### config.mk
export PLATFORM = sky130hd
export DESIGN_NAME = seq_gen_tx
export DESIGN_NICKNAME = d
export VERILOG_FILES = /design/src/rtl/seq_pkg.sv /design/src/rtl/seq_bit_timer.sv /design/src/rtl/seq_gen_tx.sv
export SDC_FILE = /design/constraint.sdc
export NUM_CORES = 1
export LEC_CHECK = 0
export ABC_CLOCK_PERIOD_IN_PS = 1400
export BUFFER_PORTS_ARGS = -buffer_cell sky130_fd_sc_hd__buf_2
export CAP_MARGIN = 20
export CORE_MARGIN = 3
export CORE_UTILIZATION = 48
export CTS_CLUSTER_SIZE = 30
export DETAILED_ROUTE_END_ITERATION = 8
export HOLD_SLACK_MARGIN = 0.08
export MAX_ROUTING_LAYER = met4
export PLACE_DENSITY = 0.82
export SETUP_SLACK_MARGIN = 0.1
export SLEW_MARGIN = 20
export SYNTH_ARGS = -nofsm -noshare
export SYNTH_HDL_FRONTEND = slang
export SYNTH_SLANG_ARGS = --single-unit
### constraint.sdc
create_clock -name clk -period 1.4 [get_ports clk]
set_input_delay 0.14 -clock clk [delete_from_list [all_inputs] [get_ports clk]]
set_output_delay 0.14 -clock clk [all_outputs]
set_load 0.05 [all_outputs]
### src/rtl/seq_pkg.sv
// Shared types and constants for the X/en serial interface (pattern
// transmitter and Mealy sequence detector).
package seq_pkg;

    // Transmitter FSM states; TX_PAR is only reachable when parity is compiled in
    typedef enum logic [1:0] {
        TX_IDLE  = 2'd0,
        TX_SHIFT = 2'd1,
        TX_PAR   = 2'd2,
        TX_DONE  = 2'd3
    } tx_state_t;

    // Level driven on X whenever no bit is being presented
    localparam logic X_IDLE_LEVEL = 1'b0;

endpackage

### src/rtl/seq_bit_timer.sv
// Bit-period timer: counts DIV clocks while run is high and raises strobe
// on the last clock of each period. Held at zero whenever run is low so
// every transfer starts on a fresh period.
module seq_bit_timer #(
    parameter int DIV = 4
) (
    input  logic clk,
    input  logic rst_n,
    input  logic run,
    output logic strobe
);

    localparam int            CW   = (DIV > 1) ? $clog2(DIV) : 1;
    localparam logic [CW-1:0] LAST = CW'(DIV - 1);

    logic [CW-1:0] div_cnt;

    // Period counter: wraps at DIV-1 so consecutive bits share one timebase
    always_ff @(posedge clk or negedge rst_n) begin
        if (!rst_n) begin
            div_cnt <= '0;
        end else if (!run) begin
            div_cnt <= '0;
        end else if (div_cnt == LAST) begin
            div_cnt <= '0;
        end else begin
            div_cnt <= div_cnt + CW'(1);
        end
    end

    assign strobe = run && (div_cnt == LAST);

endmodule

### src/rtl/seq_gen_tx.sv
// Serial pattern transmitter: shifts a WIDTH-bit pattern out MSB-first on X,
// one bit per DIV clocks, with a one-cycle en strobe at the end of each bit.
// Optional feature macro: SEQ_GEN_TX_PARITY_EN appends an even-parity bit
// after the last data bit (not sent for len=0).
module seq_gen_tx
    import seq_pkg::*;
#(
    parameter  int WIDTH = 8,
    parameter  int DIV   = 4,
    localparam int LW    = $clog2(WIDTH + 1)
) (
    input  logic             clk,
    input  logic             rst_n,
    input  logic             start,
    input  logic [WIDTH-1:0] pattern,
    input  logic [LW-1:0]    len,
    output logic             X,
    output logic             en,
    output logic             busy,
    output logic             done
);

    tx_state_t        state;
    tx_state_t        state_nxt;
    logic [WIDTH-1:0] shreg;
    logic [LW-1:0]    bit_cnt;
    logic [LW-1:0]    len_clamped;
    logic             last_bit;
    logic             run;
    logic             strobe;
`ifdef SEQ_GEN_TX_PARITY_EN
    logic             parity;
`endif

    // Requests longer than the shift register send the whole register
    assign len_clamped = (len > LW'(WIDTH)) ? LW'(WIDTH) : len;
    assign last_bit    = (bit_cnt == LW'(1));

    seq_bit_timer #(
        .DIV (DIV)
    ) u_timer (
        .clk    (clk),
        .rst_n  (rst_n),
        .run    (run),
        .strobe (strobe)
    );

    assign en = strobe;

    // State register
    always_ff @(posedge clk or negedge rst_n) begin
        if (!rst_n) begin
            state <= TX_IDLE;
        end else begin
            state <= state_nxt;
        end
    end

    // Next-state logic; start is only looked at in IDLE, so requests while busy are dropped
    always_comb begin
        state_nxt = state;
        case (state)
            TX_IDLE: begin
                if (start) begin
                    state_nxt = (len_clamped == '0) ? TX_DONE : TX_SHIFT;
                end
            end
            TX_SHIFT: begin
                if (strobe && last_bit) begin
`ifdef SEQ_GEN_TX_PARITY_EN
                    state_nxt = TX_PAR;
`else
                    state_nxt = TX_DONE;
`endif
                end
            end
            TX_PAR: begin
`ifdef SEQ_GEN_TX_PARITY_EN
                if (strobe) begin
                    state_nxt = TX_DONE;
                end
`else
                state_nxt = TX_IDLE;
`endif
            end
            TX_DONE: state_nxt = TX_IDLE;
            default: state_nxt = TX_IDLE;
        endcase
    end

    // Output decode: X presents the current bit for the whole period, zero otherwise
    always_comb begin
        X    = X_IDLE_LEVEL;
        run  = 1'b0;
        busy = (state != TX_IDLE);
        done = (state == TX_DONE);
        case (state)
            TX_SHIFT: begin
                X   = shreg[WIDTH-1];
                run = 1'b1;
            end
`ifdef SEQ_GEN_TX_PARITY_EN
            TX_PAR: begin
                X   = parity;
                run = 1'b1;
            end
`endif
            default: ;
        endcase
    end

    // Datapath: load on an accepted start, advance one bit on each strobe
    always_ff @(posedge clk or negedge rst_n) begin
        if (!rst_n) begin
            shreg   <= '0;
            bit_cnt <= '0;
`ifdef SEQ_GEN_TX_PARITY_EN
            parity  <= 1'b0;
`endif
        end else begin
            case (state)
                TX_IDLE: begin
                    if (start) begin
                        shreg   <= pattern;
                        bit_cnt <= len_clamped;
`ifdef SEQ_GEN_TX_PARITY_EN
                        parity  <= 1'b0;
`endif
                    end
                end
                TX_SHIFT: begin
                    if (strobe) begin
                        shreg   <= {shreg[WIDTH-2:0], 1'b0};
                        bit_cnt <= bit_cnt - LW'(1);
`ifdef SEQ_GEN_TX_PARITY_EN
                        parity  <= parity ^ shreg[WIDTH-1];
`endif
                    end
                end
                default: ;
            endcase
        end
    end

endmodule

==> results of run 1 <==
final timing paths:
path                       startpoint                 end  slack, ns
setup / recovery             state[0]            shreg[1]      -0.09
hold / removal                 len[0]            state[1]       0.15
setup reg to reg             state[0]            shreg[1]      -0.09
hold reg to reg              shreg[1]            shreg[1]       0.51
max in group asynchronous       rst_n            shreg[5]       0.85
min in group asynchronous       rst_n  u_timer.div_cnt[0]       0.29
layout make-up:
cell class,instances,area (um^2)
tap,25,31.3
clock buffer,4,36.3
fill,120,447
multi-input combinational,55,551
sequential,16,400
inverter,3,11.3
timing repair buffer,38,325
metrics by stage:
stage | setup WS (ns) | cell area (um^2) | setup TNS [ns] | power, mW | utilization
2_1_floorplan | 0.0227 | 958 | 0 | 1.74 | -
6_report | -0.0915 | 1360 | -0.618 | 2.79 | 0.752
4_1_cts | -0.0706 | 1290 | -0.462 | 2.59 | 0.719
3_3_place_gp | -0.0297 | 1110 | -0.0427 | 2.00 | 0.615
5_1_grt | -0.150 | 1360 | -1.33 | 2.97 | 0.752
3_5_place_dp | -0.0824 | 1110 | -0.321 | 2.07 | 0.615
cell usage in the layout, fill, tap and decap left out:
master / instances
a211oi_2: 2
a21oi_1: 1
a2bb2oi_2: 2
and2_1: 1
and2_4: 3
buf_12: 1
buf_2: 14
buf_4: 10
buf_6: 8
buf_8: 4
clkbuf_4: 3
clkbuf_8: 1
dfrtp_1: 16
dlygate4sd3_1: 1
ha_1: 2
ha_2: 1
inv_1: 3
mux2_1: 1
mux2_2: 3
mux2_4: 11
mux2i_1: 5
mux2i_2: 1
nand2_1: 1
nand2b_1: 1
nand2b_4: 1
nand3b_1: 2
nand4_1: 1
nor2_1: 3
nor2_2: 1
nor2b_1: 4
nor2b_4: 1
nor3_1: 1
nor4_1: 1
o21ai_0: 1
o21ai_1: 1
o22ai_1: 1
or2_4: 1
or3_1: 1
per-layer routing:
| metal | vias up | wire, um | global-route usage | part of all wire |
|---|---|---|---|---|
| li1 | 349 | - | - | - |
| met1 | 365 | 927 | 0.235 | 0.42 |
| met2 | 32 | 1100 | 0.320 | 0.50 |
| met3 | 6 | 135 | 0.0445 | 0.062 |
| met4 | 0 | 23 | 0.0807 | 0.011 |
| met5 | - | 0 | - | 0 |
worst reg2reg max path, delay by kind of cell (launching register included):
family,cells,cell delay [ns]
buf+inv,2,0.31
flops,1,0.42
mux,2,0.48
simple gates,1,0.17
registers in the layout, summed over array words and instances, names as in the netlist:
name / cells
shreg: 8
bit_cnt: 4
u_timer.div_cnt: 2
state: 2
where the power goes:
part / leakage [nW] / total, mW / internal (mW) / switching [mW]
Combinational: 0.455 / 1.70 / 0.994 / 0.710
Sequential: 0.201 / 0.776 / 0.655 / 0.121
Clock: 0.0210 / 0.308 / 0.158 / 0.150
kinds of logic (layout without fill, tap and decap cells):
logic type	after synthesis	after routing
compound gates	8	8
simple gates	23	23
fa+ha+maj	3	3
mux	21	21
flops	16	16
buf+inv	7	45
repair_timing:
action                     4_1_cts  5_1_grt
gates cloned                     0        0
gates resized for setup         21        8
setup endpoints to repair       14       15
hold buffers                     1        0
hold endpoints to repair        16        0
buffers inserted                 9        4
pin swaps                        3        2
==> results.py, run 1 <==
metrics = {
    "timing": {
        "fin_crit_ns": 1.49,
        "fmax_ghz": 0.670,
        "post-route-period-util": 1.07,
        "tightest_slew_ns": 0.363,
        "timing.hold.ws_ns": 0.145,
        "layout_setup_ws_ns": -0.0915,
        "fin_skew_ns": 0.00498,
        "relSlewSlack": 0.758,
        "setup_violations": 11,
        "hold_viol": 0,
        "rsz0062_at_grt": "true",
        "maxSlewViolCount": 0,
    },
    "routing": {
        "antenna_left": 0,
        "firstDrtPassIters": 4,
        "vias": 752,
        "drt_iter0_drc": 12,
        "wl_um": 2190,
        "viasPerCell": 5.33,
        "wire_per_inst_um": 15.5,
        "drc_errors": 0,
    },
    "run_status": {
        "outcome": "finished, violations left",
        "failed_checks": "negative setup slack",
    },
    "grt": {
        "grt_pass1_vias": 780,
        "grt_pass1_wl_um": 3620,
        "overflow": 0,
        "antenna_found_initial": 0,
        "grt_max_degree": 17,
        "grt_usage": 0.197,
    },
    "logic_synthesis": {
        "yosys-top-cells-count": "16 x dfrtp_1, 11 x mux2_4, 6 x mux2i_1, 4 x and2_1, 4 x nor2b_1",
        "synth_most_common_cell": "dfrtp_1",
        "yosys.area_share.adder": 0.0394,
        "synth_top_family_by_area": "multiplexers",
        "synth_edf_count": 0,
        "synth_compound_area_frac": 0.0565,
        "yosysTopAreaCell": "dfrtp_1",
        "ys_types": 29,
        "synth_seq_area_share": 0.420,
        "synth_flop_cell": "dfrtp_1",
        "yosys_warnings": 0,
        "netlist_instances": 78,
        "async_reset_ff_frac": 1.00,
        "synthSimpleGateAreaFrac": 0.150,
        "synth-xor-area-share": 0,
        "synth_area_um2": 952,
        "synth.avg_cell_area_um2": 12.2,
        "syn_nets": 96,
        "synth_area_leaders": "dfrtp_1 42%, mux2_4 17%, mux2i_1 6.3%",
        "synth-seq-cells": 16,
        "synth_mux_area_frac": 0.284,
        "synth_top_area_share": 0.420,
    },
    "worst_hold_path": {
        "hold_depth": 4,
        "hp-class": "input pin to register",
    },
    "clock_network": {
        "numCtsBuffers": 3,
        "htree_levels": 1,
        "max-clock-path-buffers": 2,
        "clk-insertion-delay-late_ns": 0.29,
        "root_buffer": "clkbuf_4",
        "cts_tree": "yes",
        "clk_pin_slew_ns": 0.10,
        "cts.sinks": 16,
    },
    "layout": {
        "instances_no_fill": 141,
        "layout.nets": 135,
        "syn_to_final_growth_pct": 42.3,
        "drive_gt1_frac": 0.586,
        "antenna_cells": 0,
    },
    "setup_path": {
        "endpoint_kind": "register",
        "critPathMaxFanout": 7,
        "cp-start-kind": "register",
        "cp_data_arrival_time_ns": 1.67,
        "crit_cells": 5,
        "setup.worst_path.class": "register to register",
        "cp.buffers_inverters": 2,
        "max_stage_delay_ns": 0.42,
        "path_cells": "buf_4, mux2i_2, nor2_2, buf_12, mux2_2",
        "cpMaxStageDelayCell": "dfrtp_1",
        "path_delay_family": "multiplexers",
        "reg2regPathDepth": 5,
        "cp.required_ns": 1.58,
    },
    "power": {
        "peakVddDrop_uv": 1120,
        "p_leak_nw": 0.677,
        "p_per_area_nw_per_um2": 2060,
    },
    "die": {
        "num_rows": 15,
        "start_util": 0.528,
        "core-area_um2": 1800,
        "die_area_um2": 2550,
        "ioPinCount": 19,
        "die_h_um": 50.5,
        "die_w_um": 50.5,
    },
    "run": {
        "max-cap-violations": 0,
    },
    "placement": {
        "dp_hpwl_um": 1330,
        "dp.cells": 124,
        "gp_congestion": 0.727,
        "io_buffers": 18,
    },
}
Note: power is estimated with default switching activity, not from simulation.
==> inputs of run 2 (changes only) <==
--- a/config.mk
+++ b/config.mk
@@ -13,7 +13,6 @@
 export CTS_CLUSTER_SIZE = 30
 export DETAILED_ROUTE_END_ITERATION = 8
 export HOLD_SLACK_MARGIN = 0.08
-export MAX_ROUTING_LAYER = met4
 export PLACE_DENSITY = 0.82
 export SETUP_SLACK_MARGIN = 0.1
 export SLEW_MARGIN = 20
==> results.py, run 2 (synthesis gave the netlist of run 1 again) <==
metrics = {
    "run_status": {
        "outcome": "finished, violations left",
        "failed_checks": "negative setup slack",
    },
    "setup_path": {
        "path_cells": "buf_4, mux2i_2, nor2_2, buf_12, mux2_2",
        "max_stage_delay_ns": 0.42,
        "cp.required_ns": 1.58,
        "setup.worst_path.class": "register to register",
        "path_delay_family": "multiplexers",
        "cp_data_arrival_time_ns": 1.66,
        "cpMaxStageDelayCell": "dfrtp_1",
        "r2r-end": "shreg[1]",
        "reg2regPathDepth": 5,
        "cp-start-kind": "register",
        "rr_startpoint": "state[0]",
        "regToRegSetupSlack_ns": -0.08,
        "crit_path_start": "state[0]",
        "critPathMaxFanout": 7,
        "crit_path_end": "shreg[1]",
        "endpoint_kind": "register",
        "crit_cells": 5,
        "cp.buffers_inverters": 2,
    },
    "timing": {
        "fmax_ghz": 0.674,
        "hold_viol": 0,
        "post-route-period-util": 1.06,
        "fin_crit_ns": 1.48,
        "setup_violations": 11,
        "relSlewSlack": 0.760,
        "maxSlewViolCount": 0,
        "rsz0062_at_grt": "true",
        "layout_setup_ws_ns": -0.0845,
        "tightest_slew_ns": 0.360,
        "fin_skew_ns": 0.00428,
    },
    "layout": {
        "syn_to_final_growth_pct": 42.3,
        "layout.nets": 135,
        "final_cell_mix": "16 x dfrtp_1, 14 x buf_2, 11 x mux2_4",
        "layout_commonest_cell": "dfrtp_1",
        "regMostFlops": "shreg",
        "postLayoutCoreUtil": 0.752,
        "multi_input_area_um2": 551,
        "fillCellCount": 120,
        "antenna_cells": 0,
        "largest_registers": "shreg: 8 flops, bit_cnt: 4 flops",
        "drive_gt1_frac": 0.586,
        "largest_reg_flops": 8,
        "final-seq-area_um2": 400,
    },
    "placement": {
        "place_ws_ns": -0.0824,
        "gp_congestion": 0.718,
        "dp_hpwl_um": 1330,
        "io_buffers": 18,
    },
    "worst_hold_path": {
        "hp-class": "input pin to register",
        "hold_depth": 4,
    },
    "power": {
        "total_power_mw": 2.78,
        "p_leak_nw": 0.677,
        "peakVddDrop_uv": 1110,
        "p_per_area_nw_per_um2": 2050,
    },
    "clock_network": {
        "clk_pin_slew_ns": 0.10,
        "clk-insertion-delay-late_ns": 0.29,
        "cts_tree": "yes",
        "root_buffer": "clkbuf_4",
        "cts.sinks": 16,
        "max-clock-path-buffers": 2,
        "numCtsBuffers": 3,
        "htree_levels": 1,
    },
    "routing": {
        "drt_iter0_drc": 15,
        "wl_um": 2170,
        "viasPerCell": 5.35,
        "firstDrtPassIters": 4,
        "drc_errors": 0,
        "vias": 755,
        "wire_per_inst_um": 15.4,
        "antenna_left": 0,
    },
    "die": {
        "start_util": 0.528,
        "die_area_um2": 2550,
        "core-area_um2": 1800,
        "die_h_um": 50.5,
        "die_w_um": 50.5,
        "num_rows": 15,
        "ioPinCount": 19,
    },
    "grt": {
        "grt_max_degree": 17,
        "grt_pass1_vias": 779,
        "overflow": 0,
        "grt_usage": 0.191,
        "met1_usage": 0.233,
        "met2_usage": 0.320,
        "met3_usage": 0.0475,
        "antenna_found_initial": 0,
        "busiest_layer": "met2",
        "grt_pass1_wl_um": 3620,
    },
    "run": {
        "max-cap-violations": 0,
    },
}
run 2: worst min-delay path by stage:
stage	start	to	slack (ns)
2_1_floorplan	rst_n	bit_cnt[0]	-0.16
3_3_place_gp	rst_n	bit_cnt[2]	0.07
3_5_place_dp	rst_n	bit_cnt[2]	0.08
4_1_cts	len[2]	state[1]	0.14
5_1_grt	start	state[0]	0.16
6_report	len[0]	state[1]	0.15
run 2: area by class of cell:
class,count,share of cell area
tap,25,0.0231
multi-input combinational,55,0.406
clock buffer,4,0.0268
timing repair buffer,38,0.240
inverter,3,0.00831
sequential,16,0.295
run 2: layer usage:
metal,up-vias,share of wire
li1,348,-
met1,365,0.40
met2,40,0.51
met3,2,0.081
met4,0,0.0051
met5,-,0
run 2: where the power goes:
| group | switching, mW | total (mW) | internal [mW] |
|---|---|---|---|
| clock network | 0.148 | 0.307 | 0.158 |
| logic | 0.708 | 1.70 | 0.994 |
| registers | 0.120 | 0.775 | 0.655 |
| total | 0.977 | 2.78 | 1.81 |
run 2: through the flow:
stage | instance area, um^2 | hold WS [ns] | setup TNS, ns | instances
6_report | 1360 | 0.147 | -0.523 | 141
5_1_grt | 1360 | 0.163 | -1.33 | 141
4_1_cts | 1290 | 0.140 | -0.462 | 137
3_5_place_dp | 1110 | 0.0752 | -0.321 | 124
3_3_place_gp | 1110 | 0.0687 | -0.0427 | 124
2_1_floorplan | 958 | -0.156 | 0 | 78
run 2: worst min-delay path, cell delays in order:
cell and delay, ns:
buf_2 0.09, nor4_1 0.05, nand3b_1 0.07, a21oi_1 0.06
run 2: what timing repair did:
action,in CTS,in global routing
setup buffers,9,4
gates resized for setup,21,8
pin swaps,3,2
setup endpoints to repair,14,15
hold buffers,1,0
endpoints found under the hold margin,16,0
